**src/rtl/xfer_pkg.sv**
```systemverilog
// Shared types and defaults for the transfer scheduler: FSM state encoding,
// default channel count / word width and the timeout counter width.
package xfer_pkg;

    localparam int unsigned N_CH_DEF   = 4;
    localparam int unsigned WORD_W_DEF = 32;
    localparam int unsigned TMO_CNT_W  = 16;

    localparam logic [1:0] ST_IDLE  = 2'd0;
    localparam logic [1:0] ST_GRANT = 2'd1;
    localparam logic [1:0] ST_SEND  = 2'd2;

    typedef enum logic [1:0] {
        XS_IDLE  = ST_IDLE,
        XS_GRANT = ST_GRANT,
        XS_SEND  = ST_SEND
    } xfer_state_e;

    // Channel index width, never below one bit
    function automatic int unsigned idx_w(input int unsigned n);
        return (n > 1) ? $clog2(n) : 1;
    endfunction

endpackage

```
**src/rtl/rr_arbiter.sv**
```systemverilog
// Combinational round-robin picker: the search starts one past the last
// grant and the first set request bit wins.
module rr_arbiter
    import xfer_pkg::*;
#(
    parameter  int unsigned N_CH  = N_CH_DEF,
    localparam int unsigned IDX_W = idx_w(N_CH)
) (
    input  logic [N_CH-1:0]  req,
    input  logic [IDX_W-1:0] last,
    output logic [N_CH-1:0]  gnt_c,
    output logic [IDX_W-1:0] idx_c
);

    int ch_c;

    // Walk offsets from farthest to nearest so the nearest set bit is written last
    always_comb begin
        gnt_c = '0;
        idx_c = '0;
        ch_c  = 0;
        for (int off = int'(N_CH); off >= 1; off--) begin
            ch_c = (int'(last) + off) % int'(N_CH);
            if (req[IDX_W'(ch_c)]) begin
                gnt_c                = '0;
                gnt_c[IDX_W'(ch_c)]  = 1'b1;
                idx_c                = IDX_W'(ch_c);
            end
        end
    end

endmodule

```
**src/rtl/xfer_scheduler.sv**
```systemverilog
// Multi-channel scheduler feeding one serial transfer engine (IDLE/GRANT/SEND).
// Optional macro XFER_SCHED_URGENT_EN: channel 0 overrides round-robin.
module xfer_scheduler
    import xfer_pkg::*;
#(
    parameter  int unsigned N_CH    = N_CH_DEF,
    parameter  int unsigned WORD_W  = WORD_W_DEF,
    parameter  int unsigned TIMEOUT = 1024,
    localparam int unsigned IDX_W   = idx_w(N_CH)
) (
    input  logic                   i_clk,
    input  logic                   i_rst_n,
    input  logic [N_CH-1:0]        i_req,
    input  logic [N_CH*WORD_W-1:0] i_data,
    output logic [N_CH-1:0]        o_ack,
    output logic [WORD_W-1:0]      o_tx_data,
    output logic                   o_tx_valid,
    input  logic                   i_tx_ready,
    output logic                   o_busy,
    output logic                   o_err,
    output logic [IDX_W-1:0]       o_grant_id
);

    logic [1:0]           state_q, state_d;
    logic [IDX_W-1:0]     last_q, last_d;
    logic [TMO_CNT_W-1:0] cnt_q, cnt_d;
    logic [N_CH-1:0]      ack_d;
    logic [WORD_W-1:0]    data_d;
    logic                 valid_d, busy_d, err_d;
    logic [IDX_W-1:0]     gid_d;

    logic [N_CH-1:0]      rr_gnt_c, win_onehot_c;
    logic [IDX_W-1:0]     rr_idx_c, win_idx_c;
    logic                 urgent_c;
    logic [WORD_W-1:0]    words [N_CH];

    for (genvar g = 0; g < int'(N_CH); g++) begin : g_words
        assign words[g] = i_data[g*WORD_W +: WORD_W];
    end

    rr_arbiter #(.N_CH(N_CH)) u_rr (
        .req   (i_req),
        .last  (last_q),
        .gnt_c (rr_gnt_c),
        .idx_c (rr_idx_c)
    );

`ifdef XFER_SCHED_URGENT_EN
    assign urgent_c = i_req[0];
`else
    assign urgent_c = 1'b0;
`endif

    assign win_onehot_c = urgent_c ? N_CH'(1) : rr_gnt_c;
    assign win_idx_c    = urgent_c ? '0 : rr_idx_c;

    // Next state and next registered outputs; o_tx_valid rises with o_ack so
    // the engine first samples it one edge after the grant edge.
    always_comb begin
        state_d = state_q;
        last_d  = last_q;
        cnt_d   = cnt_q;
        ack_d   = '0;
        data_d  = o_tx_data;
        valid_d = o_tx_valid;
        err_d   = o_err;
        gid_d   = o_grant_id;
        case (state_q)
            ST_IDLE: begin
                if (|i_req) state_d = ST_GRANT;
            end
            ST_GRANT: begin
                if (|i_req) begin
                    ack_d   = win_onehot_c;
                    data_d  = words[win_idx_c];
                    gid_d   = win_idx_c;
                    valid_d = 1'b1;
                    cnt_d   = '0;
                    state_d = ST_SEND;
                    if (!urgent_c) last_d = win_idx_c;
                end else begin
                    state_d = ST_IDLE;
                end
            end
            ST_SEND: begin
                if (i_tx_ready) begin
                    valid_d = 1'b0;
                    state_d = ST_IDLE;
                end else if (cnt_q == TMO_CNT_W'(TIMEOUT - 1)) begin
                    valid_d = 1'b0;
                    err_d   = 1'b1;
                    state_d = ST_IDLE;
                end else begin
                    cnt_d = cnt_q + TMO_CNT_W'(1);
                end
            end
            default: state_d = ST_IDLE;
        endcase
        busy_d = (state_d != ST_IDLE);
    end

    always_ff @(posedge i_clk or negedge i_rst_n) begin
        if (!i_rst_n) begin
            state_q    <= ST_IDLE;
            last_q     <= IDX_W'(N_CH - 1);
            cnt_q      <= '0;
            o_ack      <= '0;
            o_tx_data  <= '0;
            o_tx_valid <= 1'b0;
            o_busy     <= 1'b0;
            o_err      <= 1'b0;
            o_grant_id <= IDX_W'(N_CH - 1);
        end else begin
            state_q    <= state_d;
            last_q     <= last_d;
            cnt_q      <= cnt_d;
            o_ack      <= ack_d;
            o_tx_data  <= data_d;
            o_tx_valid <= valid_d;
            o_busy     <= busy_d;
            o_err      <= err_d;
            o_grant_id <= gid_d;
        end
    end

endmodule

```
**config.mk**
```make
export PLATFORM = sky130hd
export DESIGN_NAME = xfer_scheduler
export DESIGN_NICKNAME = d
export VERILOG_FILES = /design/src/rtl/xfer_pkg.sv /design/src/rtl/rr_arbiter.sv /design/src/rtl/xfer_scheduler.sv
export SDC_FILE = /design/constraint.sdc
export NUM_CORES = 1
export LEC_CHECK = 0
export CAP_MARGIN = 20
export CORE_ASPECT_RATIO = 0.5
export CORE_MARGIN = 5
export CORE_UTILIZATION = 36
export CTS_BUF_LIST = sky130_fd_sc_hd__clkbuf_8
export DETAILED_ROUTE_END_ITERATION = 10
export PLACE_DENSITY_LB_ADDON = 0.25
export RECOVER_POWER = 25
export SLEW_MARGIN = 10
export SYNTH_ARGS = -nofsm -noshare
export SYNTH_HDL_FRONTEND = slang
export SYNTH_SLANG_ARGS = --single-unit
```
**constraint.sdc**
```tcl
create_clock -name i_clk -period 4.2 [get_ports i_clk]
set_input_delay 0.84 -clock i_clk [delete_from_list [all_inputs] [get_ports i_clk]]
set_output_delay 0.84 -clock i_clk [all_outputs]
set_load 0.1 [all_outputs]
```
==> results of run 1 <==
## flip-flops by register name (all words and copies together), names as in the netlist
register,flops
o_err,1
o_ack,4
o_tx_data,32
o_tx_valid,1
o_busy,1
last_q,2
state_q,2
cnt_q,16
## cells in the final DEF (no fill, tap or decap), types with 3 or more instances in the layout
master,count
a211oi_1,53
a211oi_2,9
a21oi_1,5
a221oi_1,33
and3_1,5
buf_4,8
clkbuf_8,9
clkdlybuf4s50_1,174
dfrtp_1,57
ha_1,7
inv_1,45
mux2_2,5
mux2i_1,38
mux4_2,3
nand2_1,12
nand2b_1,7
nand3_1,7
nor2_1,45
nor2b_1,3
nor4_1,3
o211ai_1,8
o21ai_0,11
o311ai_0,4
o31ai_1,4
xor2_1,7
## where the power goes
part	internal [W]	switching, W	leakage (nW)
sequential	0.000793	0.000156	0.714
combinational	0.00121	0.00278	1.75
clock	0.000325	0.000233	0.118
## path summary, 6_finish.rpt
kind / startpoint / end / cells past startpoint
worst max-delay path: last_q[0]$_DFFE_PN1P_ / o_tx_data[27]$_DFFE_PN0P_ / 7
worst min-delay path: o_err$_DFFE_PN0P_ / o_err$_DFFE_PN0P_ / 1
worst max register to register: last_q[0]$_DFFE_PN1P_ / o_tx_data[27]$_DFFE_PN0P_ / 7
worst min register to register: o_err$_DFFE_PN0P_ / o_err$_DFFE_PN0P_ / 1
max in group asynchronous: i_rst_n / o_tx_data[26]$_DFFE_PN0P_ / 2
min in group asynchronous: i_rst_n / o_tx_data[10]$_DFFE_PN0P_ / 1
## per-stage QoR
step / setup WS [ps] / instances
floorplan: 1030 / 440
global placement: 678 / 733
detailed placement: 647 / 733
CTS: 776 / 749
global route: 522 / 750
finish: 797 / 750
## cell families (layout without fill, tap and decap cells)
logic type	Yosys count	count (layout)	synth area share
buffers and inverters	77	242	0.0858
and+or+nand+nor	94	94	0.112
muxes	46	46	0.121
AOI/OAI and AO/OA	149	149	0.287
DFF	59	59	0.356
xor gates and xnor gates	8	8	0.0169
adders and majority gates	7	7	0.0211
## worst register-to-register path: cells and delay by family (launching register included)
kind | cells | cell delay [ps]
muxes | 2 | 660
buffers and inverters | 1 | 210
adders and majority gates | 1 | 530
DFF | 1 | 730
and+or+nand+nor | 1 | 110
AOI/OAI and AO/OA | 2 | 1060
## layer usage
metal  up-vias  wire length (um)  part of all wire  track usage
li1       1982                 -                 -            -
met1      1985              5420              0.41        0.217
met2       106              6640              0.50        0.332
met3        25               833             0.063       0.0691
met4         0               333             0.025       0.0553
met5         -                 0                 0            0
## final cells by class
| cell class | count | area (um^2) | area share |
|---|---|---|---|
| multi-input cells | 304 | 2360 | 0.379 |
| repair buffers | 185 | 1840 | 0.296 |
| flip-flops and latches | 59 | 1480 | 0.238 |
| well taps | 145 | 181 | 0.0292 |
| inverters | 41 | 154 | 0.0248 |
| clock buffers | 9 | 124 | 0.0199 |
| clock inverters | 7 | 80.1 | 0.0129 |
==> flow_summary.html, run 1 <==
<table>
<tr><th>Metric</th><th>Value</th></tr>
<tr><th colspan="2">STA</th></tr>
<tr><td>Transition at the pin with the smallest max-transition slack</td><td>1190 ps</td></tr>
<tr><td>Tightest slew margin relative to the limit</td><td>0.207</td></tr>
<tr><td>Post-route setup TNS</td><td>0 ps</td></tr>
<tr><td>Share of the clock period used by the worst path</td><td>0.810</td></tr>
<tr><td>Hold_ws</td><td>485 ps</td></tr>
<tr><td>Number of setup violations in the final report</td><td>0</td></tr>
<tr><td>Minimum clock period after layout</td><td>3400 ps</td></tr>
<tr><td>Highest clock frequency the design can meet</td><td>294 MHz</td></tr>
<tr><td>Unrepaired setup endpoints after global routing</td><td>no</td></tr>
<tr><td>Worst Skew</td><td>8.14 ps</td></tr>
<tr><td>Max-slew violations</td><td>0</td></tr>
<tr><td>Final hold violation count</td><td>0</td></tr>
<tr><th colspan="2">CTS</th></tr>
<tr><td>TritonCTS buffer count</td><td>9</td></tr>
<tr><td>Clock buffer depth</td><td>2</td></tr>
<tr><td>Worst-skew pair later-pin latency</td><td>340 ps</td></tr>
<tr><td>Post-CTS Setup Repair Bufs</td><td>0</td></tr>
<tr><td>Root buffer cell</td><td>clkbuf_8</td></tr>
<tr><td>CTS tree</td><td>yes</td></tr>
<tr><td>CTS HTree Levels</td><td>3</td></tr>
<tr><td>Total of cells resized after clock tree synthesis</td><td>0</td></tr>
<tr><td>Clock edge transition at the registers on the reported setup and hold paths</td><td>70 ps</td></tr>
<tr><td># hold bufs at CTS</td><td>0</td></tr>
<tr><td>Number of clock sinks</td><td>59</td></tr>
<tr><th colspan="2">Final layout</th></tr>
<tr><td>Area Growth Syn to Fin</td><td>49.5%</td></tr>
<tr><td>Layout cells sized above 1</td><td>0.0843</td></tr>
<tr><td>Post-layout util</td><td>0.557</td></tr>
<tr><td>Final Instance Area</td><td>6210 um^2</td></tr>
<tr><td>Number of antenna cells inserted</td><td>0</td></tr>
<tr><td>Number of fill cells in the layout</td><td>1042</td></tr>
<tr><td>Total number of nets in the final design</td><td>742</td></tr>
<tr><th colspan="2">Worst hold path</th></tr>
<tr><td>Class of the most critical hold timing path</td><td>reg2reg</td></tr>
<tr><th colspan="2">Worst setup path</th></tr>
<tr><td>Cell with the biggest individual delay on the critical path</td><td>a22o_4</td></tr>
<tr><td>Path type of the worst setup path</td><td>reg2reg</td></tr>
<tr><td>Nature of the critical path startpoint</td><td>flip-flop</td></tr>
<tr><td>Cell family with most CP delay</td><td>compound AO/OA/AOI/OAI gates</td></tr>
<tr><td>Type of element capturing the critical path</td><td>flip-flop</td></tr>
<tr><td>Worst Path Arrival</td><td>3650 ps</td></tr>
<tr><td>Register-to-register setup slack</td><td>800 ps</td></tr>
<tr><td>Critical Path Fanout Max</td><td>65</td></tr>
<tr><td>Critical Path, Cell by Cell</td><td>inv_1, ha_1, mux4_2, nand2b_4, a22o_4, mux2i_1, a221oi_1</td></tr>
<tr><td>Req. time, crit path</td><td>4450 ps</td></tr>
<tr><td>Worst path buffer plus inverter count</td><td>1</td></tr>
<tr><td>CP max stage delay</td><td>750 ps</td></tr>
<tr><th colspan="2">Logic synthesis</th></tr>
<tr><td>Number of synthesized register bits</td><td>59</td></tr>
<tr><td>Distinct cell type count after synthesis</td><td>54</td></tr>
<tr><td>Post-synth top cells</td><td>dfrtp_1 (57), a211oi_1 (54), nor2_1 (46), inv_1 (41), mux2i_1 (38)</td></tr>
<tr><td>Largest area contributor in the netlist</td><td>dfrtp_1</td></tr>
<tr><td>Post-synthesis instance total</td><td>440</td></tr>
<tr><td>Count of flip-flops with a built-in enable after synthesis</td><td>0</td></tr>
<tr><td>Post-Synthesis Mean Instance Area</td><td>9.44 um^2</td></tr>
<tr><td>Synthesized netlist net count</td><td>582</td></tr>
<tr><td>Commonest register cell after synthesis</td><td>dfrtp_1</td></tr>
<tr><td>Async set-reset flop share out of synthesis</td><td>1.00</td></tr>
<tr><td>Portion of the post-synthesis area used by sequential elements</td><td>0.356</td></tr>
<tr><td>Cell area after technology mapping</td><td>4160 um^2</td></tr>
<tr><td>Area share of the leading cell type in the synthesized netlist</td><td>0.343</td></tr>
<tr><td>Dominant cell by count in the synthesized netlist</td><td>dfrtp_1</td></tr>
<tr><td>Yosys Warn Count</td><td>0</td></tr>
<tr><td>Cell types occupying the most area after synthesis</td><td>dfrtp_1 (34%), a211oi_1 (9.8%), mux2i_1 (9.2%)</td></tr>
<tr><th colspan="2">Placement</th></tr>
<tr><td>Half-perimeter wire length after detailed placement</td><td>9200 um</td></tr>
<tr><td>Final estimated routing congestion in global placement</td><td>0.810</td></tr>
<tr><td>Number of buffers inserted by port buffering</td><td>175</td></tr>
<tr><td>Post-placement cell area</td><td>5980 um^2</td></tr>
<tr><th colspan="2">Pwr</th></tr>
<tr><td>Largest vdd supply drop</td><td>673 uV</td></tr>
<tr><td>Pwr dens</td><td>886 nW/um^2</td></tr>
<tr><td>Total design power</td><td>0.00550 W</td></tr>
<tr><td>Leak</td><td>2.58 nW</td></tr>
<tr><th colspan="2">Detailed routing</th></tr>
<tr><td>Number of DRC markers in iteration 0</td><td>196</td></tr>
<tr><td>Count of unresolved DRC violations after routing</td><td>0</td></tr>
<tr><td>Routed wire length per instance</td><td>17.6 um</td></tr>
<tr><td>Via count</td><td>4098</td></tr>
<tr><td>Mean number of vias per cell</td><td>5.46</td></tr>
<tr><td>Number of iterations in the first detailed-routing pass</td><td>4</td></tr>
<tr><td>Final routed wirelength across all metal layers</td><td>13200 um</td></tr>
<tr><td>Number of nets with antenna violations after detailed routing</td><td>0</td></tr>
<tr><th colspan="2">Die</th></tr>
<tr><td>Starting utilization of the core area</td><td>0.373</td></tr>
<tr><td>DIE AREA</td><td>13900 um^2</td></tr>
<tr><td>Floorplan die width</td><td>162 um</td></tr>
<tr><td>Vertical die dimension</td><td>86.0 um</td></tr>
<tr><td>Placeable core area</td><td>11100 um^2</td></tr>
<tr><td>IO Count</td><td>176</td></tr>
<tr><td>Row count</td><td>27</td></tr>
<tr><th colspan="2">Global routing</th></tr>
<tr><td>Global-route wire length before repair</td><td>21200 um</td></tr>
<tr><td>Maximum number of pins on one net before global-route repair</td><td>66</td></tr>
<tr><td>Initial antenna violation count</td><td>0</td></tr>
<tr><td>GRT Util Overall</td><td>0.189</td></tr>
<tr><td>Number of global-route vias before repair</td><td>4216</td></tr>
<tr><td>Remaining Overflow, GRT</td><td>0</td></tr>
<tr><th colspan="2">Flow run</th></tr>
<tr><td>Maximum Capacitance Violations</td><td>0</td></tr>
<tr><th colspan="2">Outcome</th></tr>
<tr><td>Result of the run</td><td>complete, no violations</td></tr>
</table>
(Power assumes the default switching activity.)
==> inputs of run 2 (changes only) <==
==> constraint.sdc (replaced) <==
create_clock -name i_clk -period 2.8 [get_ports i_clk]
set_input_delay 0.56 -clock i_clk [delete_from_list [all_inputs] [get_ports i_clk]]
set_output_delay 0.56 -clock i_clk [all_outputs]
set_load 0.1 [all_outputs]
==> flow_summary.html, run 2 (synthesis results as in run 1) <==
<table>
<tr><th>Metric</th><th>Value</th></tr>
<tr><th colspan="2">CTS</th></tr>
<tr><td>Clock buffer depth</td><td>2 (unchanged)</td></tr>
<tr><td>Post-CTS Setup Repair Bufs</td><td>0 (unchanged)</td></tr>
<tr><td>CTS HTree Levels</td><td>3 (unchanged)</td></tr>
<tr><td>Total of cells resized after clock tree synthesis</td><td>0 (unchanged)</td></tr>
<tr><td>Worst-skew pair later-pin latency</td><td>350 ps (about the same)</td></tr>
<tr><td>Clock edge transition at the registers on the reported setup and hold paths</td><td>70 ps (about the same)</td></tr>
<tr><td>TritonCTS buffer count</td><td>9 (unchanged)</td></tr>
<tr><td>Root buffer cell</td><td>clkbuf_8</td></tr>
<tr><td>CTS tree</td><td>yes</td></tr>
<tr><td># hold bufs at CTS</td><td>0 (unchanged)</td></tr>
<tr><td>Number of clock sinks</td><td>59 (unchanged)</td></tr>
<tr><th colspan="2">Detailed routing</th></tr>
<tr><td>Via count</td><td>4162 (+1.6%)</td></tr>
<tr><td>Mean number of vias per cell</td><td>5.38 (-1.5%)</td></tr>
<tr><td>Number of DRC markers in iteration 0</td><td>250 (+28%)</td></tr>
<tr><td>Number of nets with antenna violations after detailed routing</td><td>0 (unchanged)</td></tr>
<tr><td>Number of iterations in the first detailed-routing pass</td><td>4 (unchanged)</td></tr>
<tr><td>Count of unresolved DRC violations after routing</td><td>0 (unchanged)</td></tr>
<tr><td>Routed wire length per instance</td><td>17.4 um (-1.2%)</td></tr>
<tr><td>Final routed wirelength across all metal layers</td><td>13500 um (+1.8%)</td></tr>
<tr><th colspan="2">Placement</th></tr>
<tr><td>Final estimated routing congestion in global placement</td><td>0.899 (+11%)</td></tr>
<tr><td>Post-placement cell area</td><td>6290 um^2 (+5.1%)</td></tr>
<tr><td>Number of buffers inserted by port buffering</td><td>175 (unchanged)</td></tr>
<tr><td>Half-perimeter wire length after detailed placement</td><td>10000 um (+9.2%)</td></tr>
<tr><th colspan="2">Global routing</th></tr>
<tr><td>Maximum number of pins on one net before global-route repair</td><td>60 (-9.1%)</td></tr>
<tr><td>GRT Util Overall</td><td>0.198 (+0.00946)</td></tr>
<tr><td>Number of global-route vias before repair</td><td>4324 (+2.6%)</td></tr>
<tr><td>Initial antenna violation count</td><td>0 (unchanged)</td></tr>
<tr><td>Remaining Overflow, GRT</td><td>0 (unchanged)</td></tr>
<tr><td>Global-route wire length before repair</td><td>22200 um (+5.0%)</td></tr>
<tr><th colspan="2">Final layout</th></tr>
<tr><td>Total number of nets in the final design</td><td>766 (+3.2%)</td></tr>
<tr><td>Top library cells by usage in the layout, fill and taps aside</td><td>clkdlybuf4s50_1 (133), buf_4 (66), dfrtp_1 (57)</td></tr>
<tr><td>Top reg by flops</td><td>o_tx_data</td></tr>
<tr><td>Largest register FFs</td><td>32 (unchanged)</td></tr>
<tr><td>Most common cell after layout, fill and taps aside</td><td>clkdlybuf4s50_1</td></tr>
<tr><td>Area Growth Syn to Fin</td><td>56.0%</td></tr>
<tr><td>Final Instance Area</td><td>6480 um^2 (+4.4%)</td></tr>
<tr><td>Largest registers</td><td>o_tx_data: 32 flops, cnt_q: 16 flops, o_ack: 4 flops</td></tr>
<tr><td>Layout cells sized above 1</td><td>0.223 (+0.139)</td></tr>
<tr><td>Number of antenna cells inserted</td><td>0 (unchanged)</td></tr>
<tr><th colspan="2">STA</th></tr>
<tr><td>Highest clock frequency the design can meet</td><td>388 MHz (+32%)</td></tr>
<tr><td>Tightest slew margin relative to the limit</td><td>-0.0163 (-0.223)</td></tr>
<tr><td>Number of setup violations in the final report</td><td>0 (unchanged)</td></tr>
<tr><td>Share of the clock period used by the worst path</td><td>0.919 (+0.109)</td></tr>
<tr><td>Final hold violation count</td><td>0 (unchanged)</td></tr>
<tr><td>Unrepaired setup endpoints after global routing</td><td>no</td></tr>
<tr><td>Minimum clock period after layout</td><td>2570 ps (-828 ps)</td></tr>
<tr><td>Transition at the pin with the smallest max-transition slack</td><td>1520 ps (+335 ps)</td></tr>
<tr><td>Post-route setup TNS</td><td>0 ps (unchanged)</td></tr>
<tr><td>Max-slew violations</td><td>60 (+60)</td></tr>
<tr><td>Worst Skew</td><td>9.30 ps (+1.16 ps)</td></tr>
<tr><th colspan="2">Die</th></tr>
<tr><td>IO Count</td><td>176 (unchanged)</td></tr>
<tr><td>Placeable core area</td><td>11100 um^2 (unchanged)</td></tr>
<tr><td>Floorplan die width</td><td>162 um (unchanged)</td></tr>
<tr><td>Row count</td><td>27 (unchanged)</td></tr>
<tr><td>DIE AREA</td><td>13900 um^2 (unchanged)</td></tr>
<tr><td>Vertical die dimension</td><td>86.0 um (unchanged)</td></tr>
<tr><td>Starting utilization of the core area</td><td>0.373 (unchanged)</td></tr>
<tr><th colspan="2">Worst setup path</th></tr>
<tr><td>Cell family with most CP delay</td><td>flip-flops</td></tr>
<tr><td>CP max stage delay</td><td>680 ps (-70 ps)</td></tr>
<tr><td>Worst Path Arrival</td><td>2810 ps (-840 ps)</td></tr>
<tr><td>Type of element capturing the critical path</td><td>flip-flop</td></tr>
<tr><td>Req. time, crit path</td><td>3030 ps (-1420 ps)</td></tr>
<tr><td>Nature of the critical path startpoint</td><td>flip-flop</td></tr>
<tr><td>Cell with the biggest individual delay on the critical path</td><td>dfstp_4</td></tr>
<tr><td>Worst path buffer plus inverter count</td><td>2 (+1)</td></tr>
<tr><td>Path type of the worst setup path</td><td>reg2reg</td></tr>
<tr><td>Critical Path, Cell by Cell</td><td>inv_6, ha_4, mux4_2, nand3b_4, a22o_4, buf_12, mux2i_1, a221oi_1</td></tr>
<tr><td>Critical Path Fanout Max</td><td>10 (-85%)</td></tr>
<tr><th colspan="2">Pwr</th></tr>
<tr><td>Portion of total power attributed to sequential cells</td><td>0.160 (-0.012)</td></tr>
<tr><td>Pwr dens</td><td>1360 nW/um^2 (+53%)</td></tr>
<tr><td>Internal power component</td><td>0.00387 W (+66%)</td></tr>
<tr><td>Largest vdd supply drop</td><td>595 uV (-12%)</td></tr>
<tr><td>Proportion of power drawn by combinational gates</td><td>0.752 (+0.026)</td></tr>
<tr><td>Net switching power figure</td><td>0.00494 W (+56%)</td></tr>
<tr><td>Clock power share</td><td>0.089 (-0.012)</td></tr>
<tr><td>Fraction of power spent switching nets</td><td>0.561 (-0.0152)</td></tr>
<tr><td>Leak</td><td>2.76 nW (+7.0%)</td></tr>
<tr><th colspan="2">Flow run</th></tr>
<tr><td>Maximum Capacitance Violations</td><td>1 (+1)</td></tr>
<tr><th colspan="2">Worst hold path</th></tr>
<tr><td>Class of the most critical hold timing path</td><td>reg2reg</td></tr>
<tr><th colspan="2">Outcome</th></tr>
<tr><td>Result of the run</td><td>finished, violations left</td></tr>
<tr><td>Violations in the final reports</td><td>capacitance limit, slew limit</td></tr>
</table>
-- run 2: cell types whose count changed in the layout (fill, tap and decap cells not counted), moves of 4 or more --
cell,change
a211oi_1,-18
buf_4,+58
clkdlybuf4s50_1,-41
buf_12,+8
a211oi_2,+18
inv_1,-4
-- run 2: path summary, 6_finish.rpt --
kind | startpoint | to | slack (ps) | cells after the start
max | last_q[0]$_DFFE_PN1P_ | o_tx_data[27]$_DFFE_PN0P_ | 230 | 8
min | o_err$_DFFE_PN0P_ | o_err$_DFFE_PN0P_ | 490 | 1
max reg2reg | last_q[0]$_DFFE_PN1P_ | o_tx_data[27]$_DFFE_PN0P_ | 230 | 8
min reg2reg | o_err$_DFFE_PN0P_ | o_err$_DFFE_PN0P_ | 490 | 1
max in group asynchronous | i_rst_n | cnt_q[8]$_DFFE_PN0P_ | 1210 | 2
min in group asynchronous | i_rst_n | o_tx_data[11]$_DFFE_PN0P_ | 650 | 2
-- run 2: final cells by class --
cell class,instances,area (um^2)
Clock buffer,11,151
Sequential cell,59,1490
Inverter,41,161
Multi-Input combinational cell,304,2460
Timing Repair Buffer,209,2000
Fill cell,978,4670
Clock inverter,4,42.5
Tap cell,145,181
-- run 2: worst reg2reg max path: stages (launching register included) --
cell and delay (ps):
dfstp_4 680, inv_6 60, ha_4 340, mux4_2 330
nand3b_4 180, a22o_4 300, buf_12 170, mux2i_1 120
a221oi_1 290
-- run 2: routing by layer --
layer | GRT usage | part of all wire | up-vias
met1 | 0.232 | 0.41 | 2019
met2 | 0.361 | 0.53 | 97
met5 | 0 | 0 | -
li1 | - | - | 2034
met3 | 0.0538 | 0.054 | 12
met4 | 0.0560 | 0.0096 | 0
-- run 2: power groups by stage --
stage | Combinational, W | Clock, W | Sequential, W
2_1_floorplan | 0.00298 | 0 | 0.00339
3_5_place_dp | 0.00664 | 0 | 0.00142
4_1_cts | 0.00666 | 0.000811 | 0.00141
6_report | 0.00662 | 0.000780 | 0.00141
5_1_grt | 0.00703 | 0.000855 | 0.00145
3_3_place_gp | 0.00661 | 0 | 0.00140
-- run 2: through the flow --
step | util | std cells | total power, W | hold WS [ps] | setup slack (ps)
4_1_cts | 0.581 | 773 | 0.00888 | 393 | 135
6_report | 0.581 | 773 | 0.00881 | 492 | 226
2_1_floorplan | - | 440 | 0.00637 | 264 | -28.3
3_5_place_dp | 0.564 | 758 | 0.00806 | 472 | 70.9
5_1_grt | 0.581 | 773 | 0.00934 | 504 | 11.9
3_3_place_gp | 0.564 | 758 | 0.00801 | 461 | 150
==> inputs of run 3 (changes only) <==
--- a/config.mk
+++ b/config.mk
@@ -5,7 +5,7 @@
 export SDC_FILE = /design/constraint.sdc
 export NUM_CORES = 1
 export LEC_CHECK = 0
-export CAP_MARGIN = 20
+export CAP_MARGIN = 0
 export CORE_ASPECT_RATIO = 0.5
 export CORE_MARGIN = 5
 export CORE_UTILIZATION = 36
@@ -13,6 +13,7 @@
 export DETAILED_ROUTE_END_ITERATION = 10
 export PLACE_DENSITY_LB_ADDON = 0.25
 export RECOVER_POWER = 25
+export SETUP_SLACK_MARGIN = 0.5
 export SLEW_MARGIN = 10
 export SYNTH_ARGS = -nofsm -noshare
 export SYNTH_HDL_FRONTEND = slang
==> flow_summary.html, run 3 (synthesis results as in run 1) <==
<table>
<tr><th>Metric</th><th>Value</th></tr>
<tr><th colspan="2">Final layout</th></tr>
<tr><td>Number of antenna cells inserted</td><td>0 (unchanged)</td></tr>
<tr><td>Area Growth Syn to Fin</td><td>71.3%</td></tr>
<tr><td>Largest register FFs</td><td>32 (unchanged)</td></tr>
<tr><td>Area used by multi-input combinational logic</td><td>2820 um^2 (+14%)</td></tr>
<tr><td>Layout cells sized above 1</td><td>0.330 (+0.107)</td></tr>
<tr><td>Most common cell after layout, fill and taps aside</td><td>clkdlybuf4s50_1</td></tr>
<tr><td>Storage element area</td><td>1490 um^2 (unchanged)</td></tr>
<tr><td>Top library cells by usage in the layout, fill and taps aside</td><td>clkdlybuf4s50_1 (133), buf_4 (66), dfrtp_1 (57)</td></tr>
<tr><td>Number of fill cells in the layout</td><td>925 (-5.4%)</td></tr>
<tr><td>Top reg by flops</td><td>o_tx_data</td></tr>
<tr><td>Total number of nets in the final design</td><td>782 (+2.1%)</td></tr>
<tr><td>Largest registers</td><td>o_tx_data: 32 flops, cnt_q: 16 flops, o_ack: 4 flops</td></tr>
<tr><th colspan="2">Pwr</th></tr>
<tr><td>Internal power component</td><td>0.00472 W (+22%)</td></tr>
<tr><td>Fraction of power spent switching nets</td><td>0.541 (-0.0198)</td></tr>
<tr><td>Portion of total power attributed to sequential cells</td><td>0.136 (-0.024)</td></tr>
<tr><td>Largest vdd supply drop</td><td>749 uV (+26%)</td></tr>
<tr><td>Pwr dens</td><td>1450 nW/um^2 (+6.4%)</td></tr>
<tr><td>Net switching power figure</td><td>0.00557 W (+13%)</td></tr>
<tr><td>Clock power share</td><td>0.093 (+0.004)</td></tr>
<tr><td>Proportion of power drawn by combinational gates</td><td>0.771 (+0.019)</td></tr>
<tr><td>Leak</td><td>2.96 nW (+7.3%)</td></tr>
<tr><th colspan="2">Global routing</th></tr>
<tr><td>Maximum number of pins on one net before global-route repair</td><td>60 (unchanged)</td></tr>
<tr><td>Initial antenna violation count</td><td>0 (unchanged)</td></tr>
<tr><td>Remaining Overflow, GRT</td><td>0 (unchanged)</td></tr>
<tr><td>Number of global-route vias before repair</td><td>4489 (+3.8%)</td></tr>
<tr><td>GRT Util Overall</td><td>0.211 (+0.0127)</td></tr>
<tr><td>Global-route wire length before repair</td><td>23400 um (+5.2%)</td></tr>
<tr><th colspan="2">STA</th></tr>
<tr><td>Share of the clock period used by the worst path</td><td>0.881 (-0.0385)</td></tr>
<tr><td>Max-slew violations</td><td>60 (unchanged)</td></tr>
<tr><td>Number of setup violations in the final report</td><td>0 (unchanged)</td></tr>
<tr><td>Final hold violation count</td><td>0 (unchanged)</td></tr>
<tr><td>Minimum clock period after layout</td><td>2470 ps (-108 ps)</td></tr>
<tr><td>Hold_ws</td><td>460 ps (-32.2 ps)</td></tr>
<tr><td>Unrepaired setup endpoints after global routing</td><td>yes</td></tr>
<tr><td>Transition at the pin with the smallest max-transition slack</td><td>1550 ps (+27.1 ps)</td></tr>
<tr><td>Worst Skew</td><td>6.59 ps (-2.71 ps)</td></tr>
<tr><td>Tightest slew margin relative to the limit</td><td>-0.0344 (-0.0181)</td></tr>
<tr><td>Post-route setup TNS</td><td>0 ps (unchanged)</td></tr>
<tr><td>Highest clock frequency the design can meet</td><td>405 MHz (+4.4%)</td></tr>
<tr><th colspan="2">Die</th></tr>
<tr><td>Floorplan die width</td><td>162 um (unchanged)</td></tr>
<tr><td>IO Count</td><td>176 (unchanged)</td></tr>
<tr><td>Placeable core area</td><td>11100 um^2 (unchanged)</td></tr>
<tr><td>Row count</td><td>27 (unchanged)</td></tr>
<tr><td>Starting utilization of the core area</td><td>0.373 (unchanged)</td></tr>
<tr><td>DIE AREA</td><td>13900 um^2 (unchanged)</td></tr>
<tr><td>Vertical die dimension</td><td>86.0 um (unchanged)</td></tr>
<tr><th colspan="2">CTS</th></tr>
<tr><td>Clock edge transition at the registers on the reported setup and hold paths</td><td>70 ps (about the same)</td></tr>
<tr><td>CTS HTree Levels</td><td>3 (unchanged)</td></tr>
<tr><td>CTS tree</td><td>yes</td></tr>
<tr><td># hold bufs at CTS</td><td>0 (unchanged)</td></tr>
<tr><td>Worst-skew pair later-pin latency</td><td>340 ps (about the same)</td></tr>
<tr><td>Clock buffer depth</td><td>2 (unchanged)</td></tr>
<tr><td>Number of clock sinks</td><td>59 (unchanged)</td></tr>
<tr><td>Root buffer cell</td><td>clkbuf_8</td></tr>
<tr><td>TritonCTS buffer count</td><td>9 (unchanged)</td></tr>
<tr><th colspan="2">Outcome</th></tr>
<tr><td>Violations in the final reports</td><td>capacitance limit, slew limit</td></tr>
<tr><td>Result of the run</td><td>finished, violations left</td></tr>
<tr><th colspan="2">Detailed routing</th></tr>
<tr><td>Via count</td><td>4360 (+4.8%)</td></tr>
<tr><td>Mean number of vias per cell</td><td>5.52 (+2.5%)</td></tr>
<tr><td>Count of unresolved DRC violations after routing</td><td>0 (unchanged)</td></tr>
<tr><td>Routed wire length per instance</td><td>19.1 um (+9.8%)</td></tr>
<tr><td>Number of DRC markers in iteration 0</td><td>287 (+15%)</td></tr>
<tr><td>Final routed wirelength across all metal layers</td><td>15100 um (+12%)</td></tr>
<tr><td>Number of iterations in the first detailed-routing pass</td><td>4 (unchanged)</td></tr>
<tr><td>Number of nets with antenna violations after detailed routing</td><td>0 (unchanged)</td></tr>
<tr><th colspan="2">Worst setup path</th></tr>
<tr><td>Critical Path Fanout Max</td><td>14 (+4)</td></tr>
<tr><td>Nature of the critical path startpoint</td><td>flip-flop</td></tr>
<tr><td>Depth of the most critical reg-to-reg path</td><td>8 (unchanged)</td></tr>
<tr><td>Startpoint of the lowest-slack register-to-register path</td><td>last_q[0]$_DFFE_PN1P_</td></tr>
<tr><td>Source of the critical timing path</td><td>last_q[0]$_DFFE_PN1P_</td></tr>
<tr><td>Path type of the worst setup path</td><td>reg2reg</td></tr>
<tr><td>Worst Path Arrival</td><td>2720 ps (-90 ps)</td></tr>
<tr><td>Req. time, crit path</td><td>3060 ps (+30 ps)</td></tr>
<tr><td>Type of element capturing the critical path</td><td>flip-flop</td></tr>
<tr><th colspan="2">Worst hold path</th></tr>
<tr><td>Min-delay src</td><td>o_err$_DFFE_PN0P_</td></tr>
<tr><td>Worst hold path stage count</td><td>1 (unchanged)</td></tr>
<tr><td>Class of the most critical hold timing path</td><td>reg2reg</td></tr>
<tr><th colspan="2">Placement</th></tr>
<tr><td>Final estimated routing congestion in global placement</td><td>0.845 (-6.0%)</td></tr>
<tr><td>Half-perimeter wire length after detailed placement</td><td>10400 um (+3.5%)</td></tr>
<tr><td>Number of buffers inserted by port buffering</td><td>175 (unchanged)</td></tr>
<tr><th colspan="2">Flow run</th></tr>
<tr><td>Maximum Capacitance Violations</td><td>1 (unchanged)</td></tr>
</table>
-- run 3: cell count changes in the layout (fill, tap and decap cells not counted), moves of 7 or more --
cell and change:
a221oi_1 -30, a221oi_2 +28, buf_6 +11, a211oi_1 -9, a211oi_2 +8, mux2i_1 -7
-- run 3: worst paths after layout --
kind	to	slack [ps]
max in group asynchronous	o_tx_valid$_DFFE_PN0P_	1180
min in group asynchronous	o_tx_data[12]$_DFFE_PN0P_	670
setup / recovery	o_tx_data[20]$_DFFE_PN0P_	330
setup reg to reg	o_tx_data[20]$_DFFE_PN0P_	330
hold reg to reg	o_err$_DFFE_PN0P_	460
hold / removal	o_err$_DFFE_PN0P_	460
-- run 3: routing by layer --
| metal | routed length, um | part of all wire | track usage |
|---|---|---|---|
| met3 | 1080 | 0.071 | 0.0715 |
| met2 | 7490 | 0.50 | 0.361 |
| met1 | 6270 | 0.41 | 0.254 |
| met4 | 274 | 0.018 | 0.0622 |
| met5 | 0 | 0 | 0 |
-- run 3: area by class of cell --
cell class	instances	area share
Tap cell	145	0.0255
Sequential cell	59	0.209
Timing Repair Buffer	224	0.312
Multi-Input combinational cell	305	0.396
Clock inverter	3	0.00949
Inverter	41	0.0227
Clock buffer	13	0.0251
-- run 3: power by group through the flow --
stage	registers [W]	logic, W	clock network, W
floorplan	0.00339	0.00299	0
global placement	0.00144	0.00644	0
detailed placement	0.00145	0.00650	0
CTS	0.00140	0.00690	0.000986
global route	0.00144	0.00833	0.00103
finish	0.00140	0.00793	0.000961
-- run 3: critical path: stages, from the launching register on --
cell      delay (ps)
dfstp_4          650
inv_6             40
ha_4             290
mux4_2           340
nand3b_4         200
buf_4            230
a221oi_1         390
a211oi_2          90
a211oi_2         140
-- run 3: per-stage QoR --
step	power (W)	instances	worst slack, ps	cell area, um^2	utilization
CTS	0.00928	780	341	6660	0.597
global route	0.0108	790	199	7120	0.638
detailed placement	0.00795	755	70.4	6230	0.559
finish	0.0103	790	333	7120	0.638
floorplan	0.00638	440	-28.3	4320	-
global placement	0.00788	755	96.0	6230	0.559
-- run 3: timing repair --
action | CTS | global route
endpoints found under the setup margin | 38 | 47
pin swaps | 6 | 11
buffers inserted | 8 | 6
resized for setup | 20 | 64
gates cloned | 1 | 4
